## config.mk

```make
export PLATFORM = sky130hd
export DESIGN_NAME = harris_corner_sequencer_flat
export DESIGN_NICKNAME = d
export VERILOG_FILES = /design/src/rtl/harris_corner_sequencer_pkg.sv /design/src/rtl/harris_corner_sequencer_if.sv /design/src/rtl/harris_corner_sequencer_corner_fifo.sv /design/src/rtl/harris_corner_sequencer.sv /design/src/flat_wrapper.sv
export SDC_FILE = /design/constraint.sdc
export NUM_CORES = 1
export LEC_CHECK = 0
export ABC_AREA = 1
export BUFFER_PORTS_ARGS = -buffer_cell sky130_fd_sc_hd__buf_4
export CAP_MARGIN = 20
export CORE_AREA = 2 2 294 296
export CTS_CLUSTER_DIAMETER = 100
export DETAILED_ROUTE_END_ITERATION = 16
export DIE_AREA = 0 0 296 298
export GPL_ROUTABILITY_DRIVEN = 0
export SLEW_MARGIN = 15
export SYNTH_ARGS = -nofsm -noshare
export SYNTH_HDL_FRONTEND = slang
export SYNTH_SLANG_ARGS = --single-unit
```

## constraint.sdc

```tcl
create_clock -name clk -period 7.6 [get_ports clk]
set_input_delay 2.28 -clock clk [delete_from_list [all_inputs] [get_ports clk]]
set_output_delay 2.28 -clock clk [all_outputs]
set_load 0.01 [all_outputs]
```

## src/rtl/harris_corner_sequencer_pkg.sv

```systemverilog
// Shared types for the Harris corner sequencer: FSM states, corner coordinates.
// No logic; combinational helper only. No flow control.
package harris_corner_sequencer_pkg;

    localparam int COORD_W = 16;

    typedef enum logic [1:0] {
        IDLE  = 2'd0,
        RUN   = 2'd1,
        DRAIN = 2'd2,
        DONE  = 2'd3
    } seq_state_t;

    typedef struct packed {
        logic [COORD_W-1:0] x;
        logic [COORD_W-1:0] y;
    } corner_t;

    // A window at raster position pos is reported at its centre pixel.
    function automatic logic [COORD_W-1:0] win_center(input logic [COORD_W-1:0] pos,
                                                      input int win);
        return pos + COORD_W'(win / 2);
    endfunction

endpackage

```

## src/rtl/harris_corner_sequencer_if.sv

```systemverilog
// Score-in / corner-out bundle of the Harris corner sequencer (corner_count with HARRIS_CORNER_COUNT_EN).
// Pure wiring, no latency. Corner stream is valid/ready; score stream has no backpressure.
interface harris_corner_sequencer_if
    import harris_corner_sequencer_pkg::*;
#(
    parameter int SCORE_W = 64
);

    logic                      start;
    logic signed [SCORE_W-1:0] threshold;
    logic                      score_valid;
    logic signed [SCORE_W-1:0] score;
    logic                      corner_valid;
    logic                      corner_ready;
    logic [COORD_W-1:0]        corner_x;
    logic [COORD_W-1:0]        corner_y;
    logic                      busy;
    logic                      frame_done;
    logic                      overflow;

`ifdef HARRIS_CORNER_COUNT_EN
    logic [15:0]               corner_count;

    modport master (
        output start, threshold, score_valid, score, corner_ready,
        input  corner_valid, corner_x, corner_y, busy, frame_done, overflow, corner_count
    );

    modport slave (
        input  start, threshold, score_valid, score, corner_ready,
        output corner_valid, corner_x, corner_y, busy, frame_done, overflow, corner_count
    );
`else
    modport master (
        output start, threshold, score_valid, score, corner_ready,
        input  corner_valid, corner_x, corner_y, busy, frame_done, overflow
    );

    modport slave (
        input  start, threshold, score_valid, score, corner_ready,
        output corner_valid, corner_x, corner_y, busy, frame_done, overflow
    );
`endif

endinterface

```

## src/rtl/harris_corner_sequencer_corner_fifo.sv

```systemverilog
// First-word-fall-through FIFO of corner entries with full/empty flags.
// Push visible at head one cycle later; push when full is ignored unless a pop happens the same cycle.
module harris_corner_sequencer_corner_fifo
    import harris_corner_sequencer_pkg::*;
#(
    parameter int  DEPTH  = 16,
    parameter type data_t = corner_t
) (
    input  logic  clk,
    input  logic  reset,
    input  logic  push,
    input  data_t push_dat,
    input  logic  pop,
    output data_t head_dat,
    output logic  full,
    output logic  empty
);

    localparam int            AW       = $clog2(DEPTH);
    localparam logic [AW:0]   FULL_CNT = DEPTH[AW:0];

    data_t          mem [DEPTH];
    logic [AW-1:0]  wr_ptr;
    logic [AW-1:0]  rd_ptr;
    logic [AW:0]    count;
    data_t          last_q;
    logic           do_pop;
    logic           do_push;

    assign empty   = (count == '0);
    assign full    = (count == FULL_CNT);
    assign do_pop  = pop && !empty;
    // A pop frees a slot in the same cycle, so a full FIFO still takes the push.
    assign do_push = push && (!full || do_pop);

    always_ff @(posedge clk or posedge reset) begin
        if (reset) begin
            wr_ptr <= '0;
            rd_ptr <= '0;
            count  <= '0;
            last_q <= '0;
        end else begin
            if (do_push) begin
                wr_ptr <= wr_ptr + AW'(1);
            end
            if (do_pop) begin
                rd_ptr <= rd_ptr + AW'(1);
                last_q <= mem[rd_ptr];
            end
            count <= count + {{AW{1'b0}}, do_push} - {{AW{1'b0}}, do_pop};
        end
    end

    always_ff @(posedge clk) begin
        if (do_push) begin
            mem[wr_ptr] <= push_dat;
        end
    end

    // When drained, the head keeps showing the most recently consumed entry.
    assign head_dat = empty ? last_q : mem[rd_ptr];

endmodule

```

## src/rtl/harris_corner_sequencer.sv

```systemverilog
// Frame sequencer: raster-tracks Harris scores, thresholds them, queues corners (HARRIS_CORNER_COUNT_EN adds corner_count).
// Score accepted in cycle N shows at corner_valid in N+1. Corner output is valid/ready; full FIFO drops and flags overflow.
module harris_corner_sequencer
    import harris_corner_sequencer_pkg::*;
#(
    parameter int IMG_W      = 640,
    parameter int IMG_H      = 480,
    parameter int WIN        = 6,
    parameter int SCORE_W    = 64,
    parameter int FIFO_DEPTH = 16
) (
    input logic                        clk,
    input logic                        reset,
    harris_corner_sequencer_if.slave   bus
);

    localparam logic [COORD_W-1:0] LAST_COL = COORD_W'(IMG_W - WIN);
    localparam logic [COORD_W-1:0] LAST_ROW = COORD_W'(IMG_H - WIN);

    seq_state_t                state_q;
    seq_state_t                state_d;
    logic [COORD_W-1:0]        col_q;
    logic [COORD_W-1:0]        row_q;
    logic signed [SCORE_W-1:0] thr_q;
    logic                      overflow_q;

    logic    start_acc;
    logic    score_acc;
    logic    last_score;
    logic    hit;
    logic    pop;
    logic    drop;
    corner_t push_dat;
    corner_t head_dat;
    logic    fifo_full;
    logic    fifo_empty;

    assign start_acc  = (state_q == IDLE) && bus.start;
    assign score_acc  = (state_q == RUN) && bus.score_valid;
    assign last_score = score_acc && (col_q == LAST_COL) && (row_q == LAST_ROW);
    assign hit        = score_acc && ($signed(bus.score) > $signed(thr_q));
    assign pop        = !fifo_empty && bus.corner_ready;
    assign drop       = hit && fifo_full && !pop;

    assign push_dat.x = win_center(col_q, WIN);
    assign push_dat.y = win_center(row_q, WIN);

    always_ff @(posedge clk or posedge reset) begin
        if (reset) begin
            state_q <= IDLE;
        end else begin
            state_q <= state_d;
        end
    end

    always_comb begin
        state_d = state_q;
        unique case (state_q)
            IDLE:    if (bus.start)   state_d = RUN;
            RUN:     if (last_score)  state_d = DRAIN;
            DRAIN:   if (fifo_empty)  state_d = DONE;
            DONE:                     state_d = IDLE;
            default:                  state_d = IDLE;
        endcase
    end

    always_ff @(posedge clk or posedge reset) begin
        if (reset) begin
            col_q      <= '0;
            row_q      <= '0;
            thr_q      <= '0;
            overflow_q <= 1'b0;
        end else if (start_acc) begin
            col_q      <= '0;
            row_q      <= '0;
            thr_q      <= bus.threshold;
            overflow_q <= 1'b0;
        end else begin
            if (score_acc) begin
                if (col_q == LAST_COL) begin
                    col_q <= '0;
                    row_q <= row_q + COORD_W'(1);
                end else begin
                    col_q <= col_q + COORD_W'(1);
                end
            end
            if (drop) begin
                overflow_q <= 1'b1;
            end
        end
    end

    harris_corner_sequencer_corner_fifo #(
        .DEPTH  (FIFO_DEPTH),
        .data_t (corner_t)
    ) u_fifo (
        .clk      (clk),
        .reset    (reset),
        .push     (hit),
        .push_dat (push_dat),
        .pop      (bus.corner_ready),
        .head_dat (head_dat),
        .full     (fifo_full),
        .empty    (fifo_empty)
    );

`ifdef HARRIS_CORNER_COUNT_EN
    logic [15:0] count_q;

    // Dropped corners still count: this reflects detections, not deliveries.
    always_ff @(posedge clk or posedge reset) begin
        if (reset) begin
            count_q <= '0;
        end else if (start_acc) begin
            count_q <= '0;
        end else if (hit && (count_q != 16'hFFFF)) begin
            count_q <= count_q + 16'd1;
        end
    end

    assign bus.corner_count = count_q;
`endif

    assign bus.corner_valid = !fifo_empty;
    assign bus.corner_x     = head_dat.x;
    assign bus.corner_y     = head_dat.y;
    assign bus.busy         = (state_q == RUN) || (state_q == DRAIN);
    assign bus.frame_done   = (state_q == DONE);
    assign bus.overflow     = overflow_q;

endmodule

```

## src/flat_wrapper.sv

```systemverilog
// flat-port wrapper written by rule: the top's interface ports become plain ports
module harris_corner_sequencer_flat import harris_corner_sequencer_pkg::*;
#(
    parameter int IMG_W      = 640,
    parameter int IMG_H      = 480,
    parameter int WIN        = 6,
    parameter int SCORE_W    = 64,
    parameter int FIFO_DEPTH = 16
)
  (clk, reset, bus_start, bus_threshold, bus_score_valid, bus_score, bus_corner_ready, bus_corner_valid, bus_corner_x, bus_corner_y, bus_busy, bus_frame_done, bus_overflow);
  harris_corner_sequencer_if #(.SCORE_W(SCORE_W)) bus_i ();
  input logic clk;
  input logic reset;
  input wire logic [$bits(bus_i.start)-1:0] bus_start;
  input wire logic [$bits(bus_i.threshold)-1:0] bus_threshold;
  input wire logic [$bits(bus_i.score_valid)-1:0] bus_score_valid;
  input wire logic [$bits(bus_i.score)-1:0] bus_score;
  input wire logic [$bits(bus_i.corner_ready)-1:0] bus_corner_ready;
  output wire logic [$bits(bus_i.corner_valid)-1:0] bus_corner_valid;
  output wire logic [$bits(bus_i.corner_x)-1:0] bus_corner_x;
  output wire logic [$bits(bus_i.corner_y)-1:0] bus_corner_y;
  output wire logic [$bits(bus_i.busy)-1:0] bus_busy;
  output wire logic [$bits(bus_i.frame_done)-1:0] bus_frame_done;
  output wire logic [$bits(bus_i.overflow)-1:0] bus_overflow;
  assign bus_i.start = bus_start;
  assign bus_i.threshold = bus_threshold;
  assign bus_i.score_valid = bus_score_valid;
  assign bus_i.score = bus_score;
  assign bus_i.corner_ready = bus_corner_ready;
  assign bus_corner_valid = bus_i.corner_valid;
  assign bus_corner_x = bus_i.corner_x;
  assign bus_corner_y = bus_i.corner_y;
  assign bus_busy = bus_i.busy;
  assign bus_frame_done = bus_i.frame_done;
  assign bus_overflow = bus_i.overflow;
  harris_corner_sequencer #(.IMG_W(IMG_W), .IMG_H(IMG_H), .WIN(WIN), .SCORE_W(SCORE_W), .FIFO_DEPTH(FIFO_DEPTH)) u_core (.clk(clk), .reset(reset), .bus(bus_i));
endmodule
```

Word-level counts from Yosys, hierarchy flattened --
Memories as Yosys holds them, arrays and structs flattened. Index checks and enable logic that the tools add are counted.
Operators by class: add/sub/neg operators 8, magnitude comparators 1, equality and inequality tests 9, multiplexer cells 15, reductions and logical operators 21
Operator list (count):
- two-way mux 16 bit | 6
- > comparator 64 bit | 1
- adder 16 x 1 -> 16 bit, second input constant | 2
- adder 16 x 2 -> 16 bit, second input constant | 2
- two-way mux 32 bit | 1
- equality test 16 x 10 -> 1 bit, second input constant | 1
- equality test 16 x 9 -> 1 bit, second input constant | 1
- logical AND 1 bit | 9
- adder 4 x 1 -> 4 bit, second input constant | 2
- one-hot mux 2 bit (4 select lines) | 1
- two-way mux 2 bit | 3
- nonzero test 2 bit | 3
- adder 5 x 1 -> 5 bit | 1
- equality test 5 bit, second input constant | 1
- zero test 5 bit | 1
- subtractor 5 x 1 -> 5 bit | 1
- equality test 2 bit, second input constant | 2
- two-way mux 1 bit | 4
- inequality test 2 x 1 -> 1 bit, second input constant | 2
- zero test 1 bit | 3
- AND reduction 3 bit | 1
- equality test 2 x 1 -> 1 bit, second input constant | 1
- zero test 2 bit | 1
- logical OR 1 bit | 2
- other kinds (2) | 2
Word-level totals: flip-flop bits (word level) 144, bits in writable memories 512, bits of input ports 133, output and inout bits 36, word-level logic and storage cells 65, memories 1
Memory list:
- u_core.u_fifo.mem | words 16, width 32, rd ports 1, clocked after Yosys merged registers in 0, write ports 1, RTL line harris_corner_sequencer_corner_fifo.sv:22 | data_t mem [DEPTH];

Depth between registers and ports, before layout --
Gate-level depths: netlist of run 1.
word-level depth 7, depth in mapped cells 26, mapped depth without buffers 25

Hierarchy --
A second synthesis of run 1 with hierarchy kept.
Second synthesis, totals: cells, all modules 3207, area, all modules 30729.5 µm²
By module, submodules not included:
- harris_corner_sequencer_corner_fifo | times used 1, cells an instance 2395, area an instance 24358.4 µm², sequential area each 16500.8 µm²
- harris_corner_sequencer | times used 1, cells an instance 812, area an instance 6371.1 µm², sequential area each 2477.4 µm²

Worst setup path after synthesis of run 1 --
No wires, ideal clock.
path type input to register, from input bus_score[63], to memory u_core.u_fifo.mem[10][0] (netlist bit), enable pin, library setup time 421 ps, arrival 5015 ps, data required time 7179 ps, setup slack 2164 ps, stages on the path 12, path buffers 1, cell sequence ha_1 -> nand2_1 -> inv_1 -> nand3_2 -> nor3_2 -> inv_2 -> nor3_2 -> nand2_1 -> nand3_2 -> nand4_2 -> buf_6 -> nor2_1
On the way: longest elaborated chain between the ends 5
Ends and longest elaborated chain:
- start, declared | RTL line flat_wrapper.sv:17 | input wire logic [$bits(bus_i.score)-1:0] bus_score;
- > comparator 64 bit | RTL line harris_corner_sequencer.sv:41 | assign hit = score_acc && ($signed(bus.score) > $signed(thr_q));
- logical AND 1 bit | RTL line harris_corner_sequencer.sv:41
- logical AND 1 bit | RTL line harris_corner_sequencer_corner_fifo.sv:34 | assign do_push = push && (!full || do_pop);
- two-way mux 1 bit | RTL line harris_corner_sequencer_corner_fifo.sv:55 | if (do_push) begin
- two-way mux 1 bit (not written as such) | RTL line harris_corner_sequencer_corner_fifo.sv:56 | mem[wr_ptr] <= push_dat;
- end, declared | RTL line harris_corner_sequencer_corner_fifo.sv:22
No other way between the ends.

Worst setup path in the final report of run 1 --
from register u_core.u_fifo.rd_ptr[0], to output bus_corner_x[0]
On the way: longest elaborated chain between the ends 2
Ends and longest elaborated chain:
- start, declared | RTL line harris_corner_sequencer_corner_fifo.sv:24 | logic [AW-1:0] rd_ptr;
- start signal, assigned | RTL line harris_corner_sequencer_corner_fifo.sv:47 | rd_ptr <= rd_ptr + AW'(1);
- memory read (16 x 32 bit)
- two-way mux 32 bit | RTL line harris_corner_sequencer_corner_fifo.sv:61 | assign head_dat = empty ? last_q : mem[rd_ptr];
- end, declared | RTL line flat_wrapper.sv:20 | output wire logic [$bits(bus_i.corner_x)-1:0] bus_corner_x;
No other way between the ends.

==> run metrics, run 1 <==
grt ovf 0; final worst-path cycle share 0.7970; Synth Area in XOR/XNOR 0.01342; P_sw roughly 4.4 mW; final instance area ~0.034 mm^2; Post-synth top flop edfxtp_1; minimum clock period between 6 and 7 ns; Reg clk slew, reported paths about 0.06 ns; buffer count from post-CTS setup fixing 0; Hold Path Depth 2; status finished, final reports clean; nature of the critical path startpoint flip-flop; Comb power frac 0.339; worst min-delay path category reg -> reg; initial antenna violation count 2; ys async rst share 0.2195; Crit path required time 5.32 ns; R2R Path Start u_core.u_fifo.count[2]$_DFF_PP0_; via count 19050; Clock Latency Late Sink 0.62 ns; crit path max fanout 79; number of flops mapped to enable cells by yosys 512; final hold vios 0; post-detail-place hpwl 44730 um; pin count of the biggest net entering global routing approximately 120; RR Endpoint u_core.u_fifo.mem[11][20]$_DFFE_PP_; CP endpoint kind primary output; skew final roughly 0.028 ns; CTS root buf clkbuf_16; initial DRC count 1796; die height a little under 300 um; hold path endpoint u_core.u_fifo.last_q[4]$_DFFE_PP0P_; DRT Pass-1 Iters 5; Clk pwr share 0.273; Least-Margin Pin Slew ~1.1 ns; Worst VDD drop 220.9 uV; H-tree depth 3; # IOs around 170; DIE WIDTH 296 um; PortBufs between 150 and 200; Num CTS Buffers 70; complex-gate fraction of the synthesized area 0.1081; count leader, synth edfxtp_1; leakage power between 10 and 15 nW; share of layout cells above drive strength 1 0.1427; RSZ-0062 raised after global routing false; Area after DPL between 0.03 and 0.04 mm^2; Sink Count 656; crit path DAT between 3 and 4 ns; CTS Buffer Depth 3; GRT Resource Usage Total 0.1635; WS Path Type reg -> out; Max Fclk 165.1 MHz; Syn. warnings 0; top cells by instance count after synthesis 512 x edfxtp_1, 312 x nand2_1, 280 x nor2_1, 256 x o21ai_0, 174 x inv_1; DRC Markers 0; Unique masters post-synth 46; first-pass GRT wire length 111800 um; Switching Fraction 0.3616; post-CTS resize count 0; register area share after synthesis 0.6609; Netlist Area Pre-Place 0.02872 mm^2; # diodes 0; count of final setup violators 0; Final ANT Viol Nets 0; Worst slew margin 0.2658; main combinational cell family by area after synthesis compound AO/OA/AOI/OAI gates; WL final 72440 um; hold buffers post-CTS 0; fin nets 2783; area leader, netlist edfxtp_1; Reg2Reg Setup Slack 3.25 ns; Adder-Cell Fraction of Synth Area 0.03817; Synth top area share 0.5354; Seq pwr share 0.388; die area 0.08821 mm^2; Pins Over Slew Limit 0; worst reg2reg path depth 9; Vias/cell 5.060; max_cap viols 0; top area cells in the synthesized netlist edfxtp_1 54%, dfrtp_1 13%, o21ai_0 4.5%, nand2_1 4.1%, ha_1 3.7%; PD cells 363.1 mW/mm^2; Post-Synth Simple-Gate Area 0.1012; Int Pwr 7.823 mW; cell count after synthesis 2408; Total Negative Setup Slacks 0 ns; HP Start u_core.u_fifo.last_q[4]$_DFFE_PP0P_; syn avg cell area about 12 um^2; mux share of post-synthesis cell area 0.03346; Synth Register Bits 656; Layout area overhead 17.51%; vias in the first global route 19030; CTS tree done; Core Box Area 0.08488 mm^2; FP Rows roughly 110; effective utilization at floorplan 0.3383; syn nets 2628; DR WL/cell 19.24 um; fill cell count approximately 8000
==> critical path, cell delays in order (launching register included) <==
cell      delay (ns)
dfrtp_4         0.77
inv_6           0.66
buf_4           0.55
nor2_1          0.08
nor3_1          0.19
o221ai_1        0.16
nand2_1         0.23
nand2_1         0.08
o21ai_0         0.15
buf_4           0.18
==> metal layers <==
layer  wire length, um  GRT usage  vias to the layer above
met4              1697    0.04437                        0
met3              5541    0.04230                      109
li1                  -          -                     8962
met5                 0          0                        -
met2             34040     0.2641                      670
met1             31150     0.2176                     9304
==> kinds of logic after synthesis <==
| kind of cell | Yosys count |
|---|---|
| AO/OA/AOI/OAI | 504 |
| flip-flops | 656 |
| XOR/XNOR | 44 |
| adder cells (fa/ha/maj) | 87 |
| multiplexers | 96 |
| AND/OR/NAND/NOR | 710 |
| buffers and inverters | 311 |
==> sequential cells by signal (all words and copies together) (netlist names) <==
name,cells
u_core.u_fifo.wr_ptr,4
u_core.u_fifo.rd_ptr,4
u_core.state_q,2
u_core.row_q,16
u_core.u_fifo.last_q,32
u_core.thr_q,64
u_core.u_fifo.count,5
u_core.bus.overflow,1
u_core.u_fifo.mem,512
u_core.col_q,16
==> layout by cell type, fill, tap and decap left out, types with 58 or more instances in the layout <==
cell type and count:
mux2i_1 96, dfrtp_1 141, nand2_1 312, o21ai_0 256
ha_1 86, a21oi_1 58, o221ai_1 96, buf_4 210
nor2_1 264, edfxtp_1 512, inv_1 171, clkbuf_16 71
==> power groups by stage <==
stage	Sequential [mW]	Combinational, mW	Clock [mW]
2_1_floorplan	4.63	2.88	0
3_3_place_gp	4.81	4.09	0
3_5_place_dp	4.82	4.19	0
4_1_cts	4.75	4.21	3.42
5_1_grt	4.80	4.67	3.56
6_report	4.75	4.16	3.35
==> per-stage QoR <==
| step | utilization | std cells | worst slack, ns | total power, mW | hold WS (ns) |
|---|---|---|---|---|---|
| 2_1_floorplan | - | 2408 | 1.454 | 7.513 | 0.4528 |
| 3_3_place_gp | 0.3682 | 3628 | 1.398 | 8.900 | 0.4673 |
| 3_5_place_dp | 0.3693 | 3631 | 1.353 | 9.012 | 0.4739 |
| 4_1_cts | 0.3960 | 3760 | 1.480 | 12.39 | 0.4887 |
| 5_1_grt | 0.3976 | 3764 | 1.252 | 13.04 | 0.5257 |
| 6_report | 0.3976 | 3764 | 1.543 | 12.25 | 0.4866 |
==> worst max path at each step <==
| stage | slack [ns] | start | cells after the start | to |
|---|---|---|---|---|
| 2_1_floorplan | 1.45 | reset | 1 | u_core.bus.overflow$_DFFE_PP0P_ |
| 3_3_place_gp | 1.40 | bus_score[15] | 15 | u_core.u_fifo.mem[11][4]$_DFFE_PP_ |
| 3_5_place_dp | 1.35 | bus_score[47] | 12 | u_core.u_fifo.mem[11][17]$_DFFE_PP_ |
| 4_1_cts | 1.48 | u_core.u_fifo.rd_ptr[0]$_DFFE_PP0P_ | 9 | bus_corner_x[7] |
| 5_1_grt | 1.25 | u_core.u_fifo.rd_ptr[0]$_DFFE_PP0P_ | 9 | bus_corner_x[0] |
| 6_report | 1.54 | u_core.u_fifo.rd_ptr[0]$_DFFE_PP0P_ | 9 | bus_corner_x[0] |
==> cell type report <==
cell class / instances / area [um^2] / area share
flip-flops and latches: 656 / 18990 / 0.5627
repair buffers: 216 / 1707 / 0.05057
well taps: 1144 / 1431 / 0.04242
clock inverters: 34 / 301.5 / 0.008936
multi-input cells: 1441 / 8672 / 0.2570
clock buffers: 95 / 1967 / 0.05829
inverters: 178 / 679.4 / 0.02013
Power figures use the tool's default switching activity.
==> inputs of run 2 (changes only) <==
- ABC_AREA: 1 -> 0
- CORE_AREA: 2 2 294 296 -> 2 2 290 292
- DIE_AREA: 0 0 296 298 -> 0 0 292 294
- clock period: 7.6 -> 6.36 ns (I/O delays scaled with it)
==> run metrics, run 2 <==
CTS Buffer Depth 3 (unchanged); CP endpoint kind primary output (unchanged); vias in the first global route 16100 (was 19030); Final Util 0.4008 (was 0.3976); commonest non-fill, non-tap cell in the layout edfxtp_1 (unchanged); R2R Path Start u_core.thr_q[7]$_DFFE_PP0P_ (was u_core.u_fifo.count[2]$_DFF_PP0_); Core Box Area 0.08289 mm^2 (was 0.08488 mm^2); register area share after synthesis 0.6812 (was 0.6609); cell count after synthesis 1694 (was 2408); crit path max fanout 70 (was 79); WS Path Type reg -> out (unchanged); ys async rst share 0.2195 (unchanged); Reg2Reg Setup Slack 2.20 ns (was 3.25 ns); Pwr Total 13.12 mW (was 12.25 mW); final instance area 0.03322 mm^2 (was 0.03374 mm^2); # diodes 0 (unchanged); buffer count from post-CTS setup fixing 0 (unchanged); pin count of the biggest net entering global routing 80 (was 117); leakage power 11.60 nW (was 13.04 nW); initial antenna violation count 1 (was 2); final hold vios 0 (unchanged); Area after DPL 0.03073 mm^2 (was 0.03135 mm^2); most frequent cells in the layout 512 x edfxtp_1, 225 x nand2_1, 214 x buf_4 (was 512 x edfxtp_1, 312 x nand2_1, 264 x nor2_1); DR WL/cell 21.22 um (was 19.24 um); via count 15190 (was 19050); fill cell count 7416 (was 8031); worst min-delay path category reg -> reg (unchanged); Clock Latency Late Sink 0.63 ns (was 0.62 ns); WL final 64640 um (was 72440 um); minimum clock period 5.295 ns; fin nets 2128 (was 2783); post-CTS resize count 0 (unchanged); post-detail-place hpwl 40170 um (was 44730 um); number of cells after detailed placement 2912 (was 3631); Pins Over Slew Limit 0 (unchanged); CTS root buf clkbuf_16 (unchanged); Synth Register Bits 656 (unchanged); nature of the critical path startpoint flip-flop (unchanged); Multi-input gate area 0.008397 mm^2 (was 0.008672 mm^2); max reg flops 512 (unchanged); Crit path required time 4.45 ns (was 5.32 ns); HP Start u_core.u_fifo.last_q[29]$_DFFE_PP0P_ (was u_core.u_fifo.last_q[4]$_DFFE_PP0P_); GRT Resource Usage Total 0.1524 (was 0.1635); Final ANT Viol Nets 0 (unchanged); effective utilization at floorplan 0.3361 (was 0.3383); initial DRC count 1136 (was 1796); number of flops mapped to enable cells by yosys 512 (unchanged); first-pass GRT wire length 98660 um (was 111800 um); Syn. warnings 0 (unchanged); final worst-path cycle share 0.8325; Register Area 0.01899 mm^2 (unchanged); PortBufs 168 (unchanged); count of final setup violators 0 (unchanged); skew final 0.04037 ns (was 0.02806 ns); PD cells 395.0 mW/mm^2 (was 363.1 mW/mm^2); # IOs 169 (unchanged); top cells by instance count after synthesis 512 x edfxtp_1, 226 x nand2_1, 160 x mux4_2, 144 x dfrtp_1, 89 x o21ai_0 (was 512 x edfxtp_1, 312 x nand2_1, 280 x nor2_1, 256 x o21ai_0, 174 x inv_1); Least-Margin Pin Slew 1.118 ns (was 1.099 ns); Sink Count 656 (unchanged); DRT Pass-1 Iters 5 (unchanged); Unique masters post-synth 59 (was 46); Synth top area share 0.5519 (was 0.5354); most flop-heavy register u_core.u_fifo.mem (unchanged); CTS tree done (unchanged); DIE WIDTH 292 um (was 296 um); share of layout cells above drive strength 1 0.2889 (was 0.1427); grt ovf 0 (unchanged); Non-Filler Instances 3046 (was 3764); Worst VDD drop 213.2 uV (was 220.9 uV); Max Fclk 188.9 MHz; Post-synth top flop edfxtp_1 (unchanged); die area 0.08585 mm^2 (was 0.08821 mm^2); Layout area overhead 19.25% (was 17.51%); syn nets 1914 (was 2628); hold buffers post-CTS 0 (unchanged); syn avg cell area 16.45 um^2 (was 11.93 um^2); Reg clk slew, reported paths 0.06 ns (about the same); Num CTS Buffers 71 (was 70); RSZ-0062 raised after global routing false (unchanged); FP Rows 106 (was 107); Vias/cell 4.988 (was 5.060); count leader, synth edfxtp_1 (unchanged); hold_ws 0.4683 ns (was 0.4866 ns); area leader, netlist edfxtp_1 (unchanged); top area cells in the synthesized netlist edfxtp_1 55%, dfrtp_1 13%, mux4_2 13%, ha_1 3.9%, nand2_1 3.0% (was edfxtp_1 54%, dfrtp_1 13%, o21ai_0 4.5%, nand2_1 4.1%, ha_1 3.7%); Largest regs u_core.u_fifo.mem x512, u_core.thr_q x64, u_core.u_fifo.last_q x32 (unchanged); Netlist Area Pre-Place 0.02786 mm^2 (was 0.02872 mm^2); status finished, final reports clean (unchanged); crit path launch u_core.u_fifo.rd_ptr[0]$_DFFE_PP0P_ (unchanged); die height 294 um (was 298 um); H-tree depth 3 (unchanged); Worst slew margin 0.2492 (was 0.2658); crit path DAT 3.39 ns (was 3.78 ns); max_cap viols 0 (unchanged); DRC Markers 0 (unchanged)
## run 2: changes by cell type after synthesis, moves of 86 or more
| cell | delta |
|---|---|
| o21ai_0 | -167 |
| inv_1 | -88 |
| nor2_1 | -233 |
| mux2i_1 | -96 |
| nand2_1 | -86 |
| o221ai_1 | -96 |
| mux4_2 | +160 |
## run 2: power breakdown
group | switching [mW] | leakage (nW) | total, mW | internal, mW
Clock | 1.73 | 1.15 | 4.17 | 2.44
Combinational | 1.89 | 4.34 | 3.53 | 1.64
Sequential | 0.323 | 6.11 | 5.42 | 5.10
Total | 3.94 | 11.6 | 13.1 | 9.18
## run 2: critical path, cell delays in order (launching register included)
cell and delay, ns:
dfrtp_4 0.62, buf_12 0.50, mux4_2 0.59, mux4_2 0.57, mux2_2 0.31, buf_4 0.15
## run 2: logic make-up (layout without fill, tap and decap cells)
logic type | after synthesis | after routing | synth area share
adder cells (fa/ha/maj) | 87 | 87 | 0.03934
multiplexers | 194 | 194 | 0.1432
buffers and inverters | 168 | 440 | 0.02376
AO/OA/AOI/OAI | 147 | 147 | 0.02955
AND/OR/NAND/NOR | 381 | 381 | 0.06369
XOR/XNOR | 61 | 61 | 0.01918
flip-flops | 656 | 656 | 0.6812
## run 2: worst paths after layout
kind                                                         to  cells after the start
min in group asynchronous          u_core.thr_q[57]$_DFFE_PP0P_                      2
max in group asynchronous   u_core.u_fifo.rd_ptr[1]$_DFFE_PP0P_                      3
hold / removal             u_core.u_fifo.last_q[29]$_DFFE_PP0P_                      2
setup / recovery                                bus_corner_y[4]                      5
hold reg to reg            u_core.u_fifo.last_q[29]$_DFFE_PP0P_                      2
setup reg to reg               u_core.u_fifo.count[4]$_DFF_PP0_                     17
## run 2: routing by layer
metal / vias up / wire, um / GRT usage
li1: 6877 / - / -
met1: 7820 / 28240 / 0.2044
met2: 425 / 31200 / 0.2511
met3: 71 / 4068 / 0.03361
met4: 0 / 1136 / 0.03973
met5: - / 0 / 0
## run 2: layout make-up
cell class | count | share of cell area
Clock buffer | 102 | 0.05910
Clock inverter | 29 | 0.01318
Sequential cell | 656 | 0.5716
Multi-Input combinational cell | 870 | 0.2528
Timing Repair Buffer | 222 | 0.05273
Tap cell | 1080 | 0.04068
Inverter | 87 | 0.009981
## run 2: per-stage QoR
step / TNS (ns) / setup WS, ns
after global placement: 0 / 0.6311
final: 0 / 1.065
after floorplan: -142.12 / -1.325
after global routing: 0 / 0.8471
after detailed placement: 0 / 0.5849
after CTS: 0 / 0.9450
